### src/rtl/mips_bus_pkg.sv
// Shared types and constants for the MIPS Avalon-MM bus arbiter slice.
package mips_bus_pkg;

   localparam int AVL_ADDR_W = 32;
   localparam int AVL_DATA_W = 32;

   typedef enum logic [1:0] {
      ARB_IDLE = 2'd0,
      ARB_G0   = 2'd1,
      ARB_G1   = 2'd2
   } arb_state_t;

   localparam logic [1:0] GRANT_NONE = 2'b00;
   localparam logic [1:0] GRANT_M0   = 2'b01;
   localparam logic [1:0] GRANT_M1   = 2'b10;

   function automatic logic [1:0] grant_of(arb_state_t st);
      case (st)
         ARB_G0:  return GRANT_M0;
         ARB_G1:  return GRANT_M1;
         default: return GRANT_NONE;
      endcase
   endfunction

endpackage

### src/rtl/mips_avalon_bus_arbiter_if.sv
// Avalon-MM command/response bundle; master drives the command, slave answers.
interface mips_avalon_bus_arbiter_if
   import mips_bus_pkg::*;
#(
   parameter int ADDR_W = AVL_ADDR_W,
   parameter int DATA_W = AVL_DATA_W
) ();

   logic [ADDR_W-1:0]   address;
   logic                read;
   logic                write;
   logic [DATA_W-1:0]   writedata;
   logic [DATA_W/8-1:0] byteenable;
   logic                waitrequest;
   logic [DATA_W-1:0]   readdata;

   modport master (
      output address, read, write, writedata, byteenable,
      input  waitrequest, readdata
   );

   modport slave (
      input  address, read, write, writedata, byteenable,
      output waitrequest, readdata
   );

endinterface

### src/rtl/mips_bus_watchdog.sv
// Saturating stall counter with a sticky error flag; TIMEOUT = 0 disables it.
module mips_bus_watchdog #(
   parameter int TIMEOUT = 1024
) (
   input  logic clk,
   input  logic reset,
   input  logic stall,
   output logic err
);
   localparam bit          ENABLED = (TIMEOUT > 0);
   localparam int          CNT_W   = (TIMEOUT > 0) ? $clog2(TIMEOUT + 1) : 1;
   localparam logic [CNT_W-1:0] LIMIT = CNT_W'(TIMEOUT);

   logic [CNT_W-1:0] cnt;

   // NOTE: non-blocking assignments so every register samples pre-edge values.
   always_ff @(posedge clk) begin
      if (!reset) begin
         cnt <= '0;
         err <= 1'b0;
      end else if (ENABLED && stall) begin
         if (cnt != LIMIT) cnt <= cnt + 1'b1;
         if (cnt == LIMIT - 1'b1) err <= 1'b1;
      end else begin
         cnt <= '0;
      end
   end

endmodule

### src/rtl/mips_avalon_bus_arbiter.sv
// Two-master Avalon-MM arbiter: whole-transfer grants, round-robin on contention,
// and the owner's command passed combinationally to the single slave.
module mips_avalon_bus_arbiter
   import mips_bus_pkg::*;
#(
   parameter int ADDR_W  = AVL_ADDR_W,
   parameter int DATA_W  = AVL_DATA_W,
   parameter int TIMEOUT = 1024
) (
   input  logic                      clk,
   input  logic                      reset,
   mips_avalon_bus_arbiter_if.slave  m0,
   mips_avalon_bus_arbiter_if.slave  m1,
   mips_avalon_bus_arbiter_if.master s,
   output logic [1:0]                grant,
   output logic                      err
);
   localparam int BE_W = DATA_W / 8;

   arb_state_t        state, state_next;
   logic              last_grant;   // 1 when m1 was granted most recently
   logic              req0, req1, owner_req;
   logic [ADDR_W-1:0] cmd_address;
   logic              cmd_read, cmd_write;
   logic [DATA_W-1:0] cmd_writedata;
   logic [BE_W-1:0]   cmd_byteenable;

   assign req0 = m0.read | m0.write;
   assign req1 = m1.read | m1.write;

   always_ff @(posedge clk) begin
      if (!reset) begin
         state      <= ARB_IDLE;
         last_grant <= 1'b1;
      end else begin
         state <= state_next;
         if (state_next == ARB_G0)      last_grant <= 1'b0;
         else if (state_next == ARB_G1) last_grant <= 1'b1;
      end
   end

   // NOTE: every variable gets a default first so no path infers a latch.
   always_comb begin
      state_next = state;
      owner_req  = 1'b0;
      case (state)
         ARB_IDLE: begin
            if (req0 && req1) state_next = last_grant ? ARB_G0 : ARB_G1;
            else if (req0)    state_next = ARB_G0;
            else if (req1)    state_next = ARB_G1;
         end
         ARB_G0: begin
            owner_req = req0;
            // Ownership ends on completion or when the owner withdraws its request.
            if (!req0)               state_next = ARB_IDLE;
            else if (!s.waitrequest) state_next = req1 ? ARB_G1 : ARB_IDLE;
         end
         ARB_G1: begin
            owner_req = req1;
            if (!req1)               state_next = ARB_IDLE;
            else if (!s.waitrequest) state_next = req0 ? ARB_G0 : ARB_IDLE;
         end
         default: state_next = ARB_IDLE;
      endcase
   end

   always_comb begin
      cmd_address    = '0;
      cmd_read       = 1'b0;
      cmd_write      = 1'b0;
      cmd_writedata  = '0;
      cmd_byteenable = '0;
      m0.waitrequest = 1'b1;
      m1.waitrequest = 1'b1;
      case (state)
         ARB_G0: begin
            cmd_address    = m0.address;
            cmd_read       = m0.read;
            cmd_write      = m0.write;
            cmd_writedata  = m0.writedata;
            cmd_byteenable = m0.byteenable;
            m0.waitrequest = s.waitrequest;
         end
         ARB_G1: begin
            cmd_address    = m1.address;
            cmd_read       = m1.read;
            cmd_write      = m1.write;
            cmd_writedata  = m1.writedata;
            cmd_byteenable = m1.byteenable;
            m1.waitrequest = s.waitrequest;
         end
         default: ;
      endcase
   end

   assign s.address    = cmd_address;
   assign s.read       = cmd_read;
   assign s.write      = cmd_write;
   assign s.writedata  = cmd_writedata;
   assign s.byteenable = cmd_byteenable;

   // Both masters see read data continuously and qualify it with their own waitrequest.
   assign m0.readdata = s.readdata;
   assign m1.readdata = s.readdata;

   assign grant = grant_of(state);

   mips_bus_watchdog #(
      .TIMEOUT (TIMEOUT)
   ) u_watchdog (
      .clk   (clk),
      .reset (reset),
      .stall (owner_req & s.waitrequest),
      .err   (err)
   );

endmodule

### src/flat_wrapper.sv
// flat-port wrapper written by rule: the top's interface ports become plain ports
module mips_avalon_bus_arbiter_flat import mips_bus_pkg::*;
#(
   parameter int ADDR_W  = AVL_ADDR_W,
   parameter int DATA_W  = AVL_DATA_W,
   parameter int TIMEOUT = 1024
)
  (clk, reset, grant, err, m0_address, m0_read, m0_write, m0_writedata, m0_byteenable, m0_waitrequest, m0_readdata, m1_address, m1_read, m1_write, m1_writedata, m1_byteenable, m1_waitrequest, m1_readdata, s_address, s_read, s_write, s_writedata, s_byteenable, s_waitrequest, s_readdata);
  mips_avalon_bus_arbiter_if #(.ADDR_W(ADDR_W), .DATA_W(DATA_W)) m0_i ();
  mips_avalon_bus_arbiter_if #(.ADDR_W(ADDR_W), .DATA_W(DATA_W)) m1_i ();
  mips_avalon_bus_arbiter_if #(.ADDR_W(ADDR_W), .DATA_W(DATA_W)) s_i ();
  input  logic clk;
  input  logic reset;
  output logic [1:0] grant;
  output logic err;
  input wire logic [$bits(m0_i.address)-1:0] m0_address;
  input wire logic [$bits(m0_i.read)-1:0] m0_read;
  input wire logic [$bits(m0_i.write)-1:0] m0_write;
  input wire logic [$bits(m0_i.writedata)-1:0] m0_writedata;
  input wire logic [$bits(m0_i.byteenable)-1:0] m0_byteenable;
  output wire logic [$bits(m0_i.waitrequest)-1:0] m0_waitrequest;
  output wire logic [$bits(m0_i.readdata)-1:0] m0_readdata;
  input wire logic [$bits(m1_i.address)-1:0] m1_address;
  input wire logic [$bits(m1_i.read)-1:0] m1_read;
  input wire logic [$bits(m1_i.write)-1:0] m1_write;
  input wire logic [$bits(m1_i.writedata)-1:0] m1_writedata;
  input wire logic [$bits(m1_i.byteenable)-1:0] m1_byteenable;
  output wire logic [$bits(m1_i.waitrequest)-1:0] m1_waitrequest;
  output wire logic [$bits(m1_i.readdata)-1:0] m1_readdata;
  output wire logic [$bits(s_i.address)-1:0] s_address;
  output wire logic [$bits(s_i.read)-1:0] s_read;
  output wire logic [$bits(s_i.write)-1:0] s_write;
  output wire logic [$bits(s_i.writedata)-1:0] s_writedata;
  output wire logic [$bits(s_i.byteenable)-1:0] s_byteenable;
  input wire logic [$bits(s_i.waitrequest)-1:0] s_waitrequest;
  input wire logic [$bits(s_i.readdata)-1:0] s_readdata;
  assign m0_i.address = m0_address;
  assign m0_i.read = m0_read;
  assign m0_i.write = m0_write;
  assign m0_i.writedata = m0_writedata;
  assign m0_i.byteenable = m0_byteenable;
  assign m0_waitrequest = m0_i.waitrequest;
  assign m0_readdata = m0_i.readdata;
  assign m1_i.address = m1_address;
  assign m1_i.read = m1_read;
  assign m1_i.write = m1_write;
  assign m1_i.writedata = m1_writedata;
  assign m1_i.byteenable = m1_byteenable;
  assign m1_waitrequest = m1_i.waitrequest;
  assign m1_readdata = m1_i.readdata;
  assign s_address = s_i.address;
  assign s_read = s_i.read;
  assign s_write = s_i.write;
  assign s_writedata = s_i.writedata;
  assign s_byteenable = s_i.byteenable;
  assign s_i.waitrequest = s_waitrequest;
  assign s_i.readdata = s_readdata;
  mips_avalon_bus_arbiter #(.ADDR_W(ADDR_W), .DATA_W(DATA_W), .TIMEOUT(TIMEOUT)) u_core (.clk(clk), .reset(reset), .m0(m0_i), .m1(m1_i), .s(s_i), .grant(grant), .err(err));
endmodule
### config.mk
export PLATFORM = sky130hd
export DESIGN_NAME = mips_avalon_bus_arbiter_flat
export DESIGN_NICKNAME = d
export VERILOG_FILES = /design/src/rtl/mips_bus_pkg.sv /design/src/rtl/mips_avalon_bus_arbiter_if.sv /design/src/rtl/mips_bus_watchdog.sv /design/src/rtl/mips_avalon_bus_arbiter.sv /design/src/flat_wrapper.sv
export SDC_FILE = /design/constraint.sdc
export NUM_CORES = 1
export LEC_CHECK = 0
export CELL_PAD_IN_SITES_DETAIL_PLACEMENT = 1
export CELL_PAD_IN_SITES_GLOBAL_PLACEMENT = 2
export CORE_MARGIN = 3
export CORE_UTILIZATION = 11
export CTS_CLUSTER_SIZE = 16
export DETAILED_ROUTE_END_ITERATION = 16
export GPL_TIMING_DRIVEN = 0
export PLACE_DENSITY = 0.89
export SYNTH_ARGS = -nofsm -noshare
export SYNTH_HDL_FRONTEND = slang
export SYNTH_SLANG_ARGS = --single-unit
### constraint.sdc
create_clock -name clk -period 3 [get_ports clk]
set_clock_uncertainty 0.2 [all_clocks]
set_input_delay 0.3 -clock clk [delete_from_list [all_inputs] [get_ports clk]]
set_output_delay 0.3 -clock clk [all_outputs]
set_load 0.02 [all_outputs]
==> flow_metrics.env <==
export IMPL_cts_buffers=3
export IMPL_maxSlewHeadroom=0.758
export IMPL_max_freq_ghz=0.352
export IMPL_place_gp_congestion=0.778
export IMPL_overflow=0
export IMPL_placed_cells=878
export IMPL_coreArea_sq_um=21200
export IMPL_detail_route_wl_per_cell_um=16.0
export IMPL_clk_path_buf_depth=2
export IMPL_outcome="complete, no violations"
export IMPL_crit_path_top_delay_cell="clkdlybuf4s50_1"
export IMPL_tritoncts="yes"
export IMPL_cap_violations=0
export IMPL_finalMaxSlewViolations=0
export IMPL_critical_path_endpoint_type="output port"
export IMPL_period_share=0.946
export IMPL_antenna_found_initial=2
export IMPL_synth_seq_cells=15
export IMPL_dieArea_sq_um=23600
export IMPL_syn_nets=505
export IMPL_dpl_cell_area_sq_um=5560
export IMPL_ys_seq_area_frac=0.125
export IMPL_dr_first_iter_drc_count=119
export IMPL_cpPeakStageDelay_ps=630
export IMPL_synth_fa_ha_area_frac=0.0417
export IMPL_route_vias_total=3377
export IMPL_wl_mm=14.1
export IMPL_crit_required_ps=2500
export IMPL_synth_avg_cell_area_sq_um=7.46
export IMPL_grt_pass1_wl_mm=21.1
export IMPL_powerDensity_nw_per_um2=452
export IMPL_io_pins=314
export IMPL_critical_path_class="reg2out"
export IMPL_io_buffers=281
export IMPL_antenna_left=0
export IMPL_total_leakage_power_nw=2.08
export IMPL_syn_area_sq_um=2400
export IMPL_synth_simple_area_share=0.287
export IMPL_synthMuxAreaShare=0.00834
export IMPL_firstDrtPassIters=4
export IMPL_cts_setup_buffers=0
export IMPL_arrival_ps=2340
export IMPL_path_buf_inv=3
export IMPL_rsz0062_at_grt="yes"
export IMPL_synth_compound_area_frac=0.258
export IMPL_cpLargestDelayFamily="buffers and inverters"
export IMPL_final_cell_mix="clkdlybuf4s50_1, a22oi_1, nor2b_1, buf_4, dfxtp_1"
export IMPL_synth_top_family_by_area="simple AND/OR/NAND/NOR gates"
export IMPL_critPathLaunchType="flop"
export IMPL_htreeDepth=1
export IMPL_grt_max_degree=11
export IMPL_viasPerCell=3.83
export IMPL_hpwl_mm=12.3
export IMPL_track_usage=0.111
export IMPL_worst_pin_slew_ps=362
export IMPL_crit_fanout=10
export IMPL_finalSetupViolCount=0
export IMPL_peakVddDrop_mv=0.394
export IMPL_post_route_min_period_ps=2840
export IMPL_cts_sinks=15
export IMPL_first_global_vias=3652
export IMPL_hold_viol=0
export IMPL_clkLatencyLatePin_ps=240
export IMPL_nNetsFinal=791
export IMPL_drc=0
export IMPL_stdcell_area_sq_um=5680
export IMPL_layout_commonest_cell="clkdlybuf4s50_1"
export IMPL_diodes=0
export IMPL_clockRootBuffer="clkbuf_16"
export IMPL_layout_drive_gt1_share=0.165
export IMPL_synthToLayoutAreaGrowth_pct=137
export IMPL_die_y_um=154
export IMPL_die_w_um=154
export IMPL_fp_row_count=53
export IMPL_synthXorXnorAreaFrac=0.0328
export IMPL_fin_cells=882
export IMPL_min_path_type="reg2reg"
export IMPL_path_cells="inv_1, ha_2, clkbuf_2, nor2b_1, clkdlybuf4s50_1"
export IMPL_ys_types=35
export IMPL_yosysWarnings=0
export IMPL_syn_inst=322
export IMPL_start_util=0.113
export IMPL_clkTransAtPathRegs_ps=50
[through the flow]
stage                     hold slack (ps)   util  setup TNS (ps)  power [mW]  worst slack [ps]
final                                 269  0.268               0        2.57               162
after global placement                252  0.262               0        2.32              41.3
after floorplan                       162      -               0        1.39               803
after detailed placement              254  0.262           -5.04        2.34             -5.04
after CTS                             276  0.267               0        2.63             0.875
after global routing                  302  0.268            -111        2.80             -51.0
[worst min-delay path, delay by kind of cell (launching register included)]
kind | cells | cell delay, ps
AO/OA/AOI/OAI | 1 | 60
AND/OR/NAND/NOR | 1 | 50
flip-flops | 1 | 320
[path summary, 6_finish.rpt]
kind         slack (ps)  cells after the start                          startpoint                            endpoint
max                 160                      5          u_core.state[0]$_SDFF_PN0_                      s_writedata[2]
min                 270                      2  u_core.u_watchdog.err$_SDFFE_PN0P_  u_core.u_watchdog.err$_SDFFE_PN0P_
max reg2reg         680                     10          u_core.state[0]$_SDFF_PN0_      u_core.last_grant$_SDFFE_PN1P_
min reg2reg         270                      2  u_core.u_watchdog.err$_SDFFE_PN0P_  u_core.u_watchdog.err$_SDFFE_PN0P_
[flip-flops by register name (all words and copies together), names as in the netlist]
register               flops
u_core.state               2
u_core.last_grant          1
u_core.u_watchdog.cnt     11
u_core.u_watchdog.err      1
[routing by layer]
layer	up-vias	global-route usage	wire (um)
met3	10	0.0279	1100
met5	-	0	27
met4	4	0.00967	103
met1	1552	0.124	5220
met2	166	0.219	7640
li1	1645	-	-
[area by class of cell]
type                       count  area [sq um]
buffer                        87           608
clock buffer                   3          75.1
clock inverter                 1          5.00
fill                        2577         15500
inverter                       5          18.8
multi-input combinational    215          1510
sequential                    15           300
tap                          275           344
timing repair buffer         281          2820
[cell families (layout without fill, tap and decap cells)]
kind of cell,count (synthesis),after routing
adder cells (fa/ha/maj),8,8
AND/OR/NAND/NOR,114,114
AO/OA/AOI/OAI,82,82
XOR/XNOR,9,9
multiplexers,2,2
buffers and inverters,92,377
flip-flops,15,15
[power breakdown]
part	switching (mW)	total [mW]	leakage [nW]	internal, mW
Combinational	1.04	2.08	1.92	1.04
Sequential	0.0164	0.229	0.121	0.212
Clock	0.0789	0.257	0.0409	0.178
Total	1.14	2.57	2.08	1.43
[Yosys cell counts]
master | instances | share of area
o31ai_1 | 2 | 0.0063
nand3b_1 | 1 | 0.0031
nand2_1 | 7 | 0.011
a21oi_1 | 1 | 0.0021
and3_1 | 2 | 0.0052
xnor2_1 | 2 | 0.0073
o32ai_2 | 1 | 0.0068
nor3_1 | 2 | 0.0042
inv_1 | 5 | 0.0078
a22oi_1 | 71 | 0.22
nand2b_1 | 3 | 0.0078
nand3_1 | 4 | 0.0083
clkbuf_1 | 18 | 0.028
o22ai_1 | 1 | 0.0026
nand4_2 | 2 | 0.010
nor4_2 | 2 | 0.010
a32oi_1 | 1 | 0.0036
buf_2 | 4 | 0.0083
o2bb2ai_1 | 1 | 0.0036
nor3b_1 | 2 | 0.0063
xor2_1 | 7 | 0.026
ha_1 | 8 | 0.042
o221a_1 | 1 | 0.0047
buf_4 | 65 | 0.20
o21ai_1 | 1 | 0.0021
mux2i_1 | 2 | 0.0083
dfxtp_1 | 15 | 0.13
o21ai_0 | 2 | 0.0042
nand4_1 | 1 | 0.0026
and4_2 | 1 | 0.0042
nor2_1 | 14 | 0.022
or2_1 | 1 | 0.0026
nor2b_1 | 70 | 0.18
and4_1 | 1 | 0.0036
nand2_2 | 1 | 0.0026
[what timing repair did]
item,in CTS,in global routing
setup endpoints to repair,70,64
hold buffers,0,0
resized for setup,16,23
(Power assumes the default switching activity.)
==> RTL edit 1, RTL diff (same flow settings) <==
Register the output `err`, cleared by the reset; this adds one clock of latency there. The other outputs are not delayed to match.
--- a/src/rtl/mips_avalon_bus_arbiter.sv
+++ b/src/rtl/mips_avalon_bus_arbiter.sv
@@ -16,6 +16,8 @@
    output logic                      err
 );
    localparam int BE_W = DATA_W / 8;
+
+   logic err_d;
 
    arb_state_t        state, state_next;
    logic              last_grant;   // 1 when m1 was granted most recently
@@ -111,8 +113,16 @@
       .clk   (clk),
       .reset (reset),
       .stall (owner_req & s.waitrequest),
-      .err   (err)
+      .err   (err_d)
    );
+
+   always_ff @(posedge clk) begin
+      if (!reset) begin
+         err <= '0;
+      end else begin
+         err <= err_d;
+      end
+   end
 
 endmodule
 
Formal check against the unedited RTL: same outputs for any inputs over 10 cycles, from zero or initial values and one cycle with reset low; that may be too few to reach the edited logic, so the function may still have changed.
==> RTL edit 1 against the unedited design <==
- maximum frequency shrank 2.2%
- combinational power up 3%
- setup slack got worse by 0.063 ns
- area after synthesis increased by 1.3%
- sequential cell count rose by 1
- die area is 1.3% higher
- routed wire length up 4.0%
- final area up 1.8%
- core utilization rose by 0.30 points
- total power is 2.6% higher
- via count is 2.1% higher
- non-clock buffer count is 1 higher
- critical endpoint is now s_read
- largest power group unchanged
==> RTL edit 1: results <==
synth:
  synth_cell_type_count: 42
  syn_nets: 511
  ys_async_sr_fraction_pct: 0
  ys_seq_area_share_pct: 13.2
  syn_area_per_cell_sq_um: 7.42
  synthTopCellsByArea: "a22oi_1 (22%), buf_4 (20%), nor2b_1 (18%)"
  synthTopCellsByCount: "a22oi_1 (71), nor2b_1 (71), buf_4 (64), clkbuf_1 (19), dfxtp_1 (16)"
detailed_routing:
  vias_per_cell: 3.89
  dr_wl_met2_mm: 7.75
  wl_met1_mm: 5.86
  via_count: 3449
  top_layer: "met4"
  avgRoutedWirePerCell_um: 16.5
  met3_wirelength_um: 854
power:
  ir_worst_vdd_mv: 0.249
  p_total_w: 0.00264
  pg_seq_w: 0.000242
  leakage_nw: 2.43
  p_int_w: 0.00147
grt:
  grt_pass1_wl_mm: 20.8
  grt_usage_pct: 11.0
  antenna_found_initial: 0
  grtUsageMet2_pct: 21.1
  first_global_vias: 3578
  grtUsageMet3_pct: 1.57
sta:
  fin_crit_ns: 2.90
  slew_headroom_pct: 71.1
  whs_ns: 0.266
worst_setup_path:
  crit_arrival_ns: 2.40
  crit_path_start: "u_core.state[0]"
  worst_path_largest_cell_delay_ns: 0.64
  ff2ff_setup_slack_ns: 0.44
finish:
  fillers: 2506
  final_nets: 796
  drive_above_1_share_pct: 16.2
min_path:
  whs_path_depth: 1
  holdPathEnd: "u_core.err"
placed_design:
  placedCellCount: 883
  dp_hpwl_mm: 12.6
  numPortBuffers: 280
  place_congestion: 0.781
  placed_cell_area_sq_um: 5580
clock_tree:
  ctsResizeCount: 24
  clockBufferDepth: 2
status:
  status: "completed"
[RTL edit 1: changes by cell type in the layout (fill, tap and decap cells not counted), moves of 3 or more]
cell	delta
clkbuf_4	+6
dlymetal6s2s_1	+20
clkdlybuf4s50_1	-19
xor2_1	-3
clkbuf_2	-6
[RTL edit 1: area by class of cell]
cell class	count	area share (%)
well taps	275	5.95
repair buffers	280	49.5
flip-flops and latches	16	5.54
multi-input cells	218	26.5
plain buffers	89	10.9
inverters	5	0.325
clock buffers	3	1.30
[RTL edit 1: cells by family after synthesis]
family / Yosys count / share of synthesized area (%)
AND/OR/NAND/NOR: 115 / 28.4
buffers and inverters: 94 / 24.5
AO/OA/AOI/OAI: 85 / 26.0
flip-flops: 16 / 13.2
XOR/XNOR: 8 / 2.88
adder cells (fa/ha/maj): 8 / 4.12
multiplexers: 2 / 0.823
==> RTL edit 2, RTL diff (config.mk and constraints unchanged) <==
Without the edit above. The package constant `AVL_ADDR_W` goes from 32 to 24.
--- a/src/rtl/mips_bus_pkg.sv
+++ b/src/rtl/mips_bus_pkg.sv
@@ -1,7 +1,7 @@
 // Shared types and constants for the MIPS Avalon-MM bus arbiter slice.
 package mips_bus_pkg;
 
-   localparam int AVL_ADDR_W = 32;
+   localparam int AVL_ADDR_W = 24;
    localparam int AVL_DATA_W = 32;
 
    typedef enum logic [1:0] {
Ports: changed (resized m0_address, m1_address and s_address); port bits go from 314 to 290. No check against the original RTL was run, so the function may have changed too.
==> RTL edit 2 against the unedited design <==
- sequential share of layout area grew 0.31 points
- total power down 4.7%
- sequential cell count unchanged
- routed wire length decreased by 8.1%
- setup slack worse by 0.10 ns
- count of clock-buffer cells in the layout up 1
- final area shrank 5.5%
- area after synthesis down 4.8%
- die area decreased by 4.7%
- hold slack improved by 0.0029 ns
- critical endpoint is now s_read
- largest cell class unchanged
==> RTL edit 2: results <==
synth:
  syn_nets: 470
  ys_warn_count: 0
  synthTopCellsByCount: "buf_4 (64), a22oi_1 (63), nor2b_1 (62), dfxtp_1 (15), nor2_1 (14)"
  ys_seq_area_share_pct: 13.1
  synthTopCellsByArea: "buf_4 (21%), a22oi_1 (21%), nor2b_1 (17%)"
  synth_cell_type_count: 35
  syn_area_per_cell_sq_um: 7.54
sta:
  slew_headroom_pct: 75.3
  whs_ns: 0.272
  final_min_period_over_clock_period_pct: 97.9
clock_tree:
  ctsResizeCount: 9
detailed_routing:
  avgRoutedWirePerCell_um: 15.5
  vias_per_cell: 3.73
  wl_mm: 12.9
  drt_iter0_drc: 71
status:
  status: "completed"
grt:
  antenna_found_initial: 0
  grt_usage_pct: 10.1
  grt_pass1_wl_mm: 18.0
placed_design:
  numPortBuffers: 257
  place_congestion: 0.703
  dp_slack_ns: -0.0500
  placedCellCount: 830
  placed_cell_area_sq_um: 5190
finish:
  fillers: 2404
  drive_above_1_share_pct: 16.5
  final_nets: 732
power:
  ir_worst_vdd_mv: 0.298
  leakage_nw: 2.25
worst_setup_path:
  crit_arrival_ns: 2.44
  ff2ff_setup_slack_ns: 0.56
  cp_max_fo: 10
[RTL edit 2: changes by cell type in the layout (fill, tap and decap cells not counted), sizes merged]
cell,change
nor2b,-8
clkdlybuf4s50,-39
dlymetal6s2s,+17
clkbuf,-2
dlygate4sd2,-2
a22oi,-8
clkinv,-1
[RTL edit 2: metal layers]
metal	GRT usage [%]	up-vias	routed length, um
met2	19.5	139	6810
met5	0	-	0
met4	0.549	0	40
li1	-	1526	-
met1	12.1	1443	5220
met3	1.78	4	877
[RTL edit 2: critical path, stage by stage, from the launching register on]
cell and delay [ns]:
dfxtp_1 0.40, inv_1 0.13, ha_1 0.21, clkbuf_4 0.21, buf_4 0.21, a22oi_1 0.33, nor2b_1 0.13, clkdlybuf4s50_1 0.57
[RTL edit 2: logic make-up after synthesis]
logic type / synth area share [%]
multiplexers: 0.876
flip-flops: 13.1
adder cells (fa/ha/maj): 4.38
XOR/XNOR: 3.45
AND/OR/NAND/NOR: 27.8
buffers and inverters: 25.8
AO/OA/AOI/OAI: 24.5
[RTL edit 2: layout make-up]
cell class                      instances  area [sq um]  share of cell area [%]
Clock buffer                            4          78.8                    1.47
Tap cell                              270           338                    6.29
Inverter                                5          18.8                   0.349
Multi-Input combinational cell        199          1410                    26.2
Timing Repair Buffer                  257          2620                    48.8
Buffer                                 84           608                    11.3
Sequential cell                        15           300                    5.59
[RTL edit 2: final timing paths]
check / startpoint / to
max: u_core.state[0] / s_read
min: u_core.u_watchdog.err / u_core.u_watchdog.err
max reg2reg: u_core.state[0] / u_core.last_grant
min reg2reg: u_core.u_watchdog.err / u_core.u_watchdog.err
[RTL edit 2: power breakdown]
group | total [W] | switching, W | internal, W
Sequential | 0.000229 | 0.0000162 | 0.000212
Combinational | 0.00196 | 0.000983 | 0.000980
Clock | 0.000259 | 0.0000787 | 0.000180
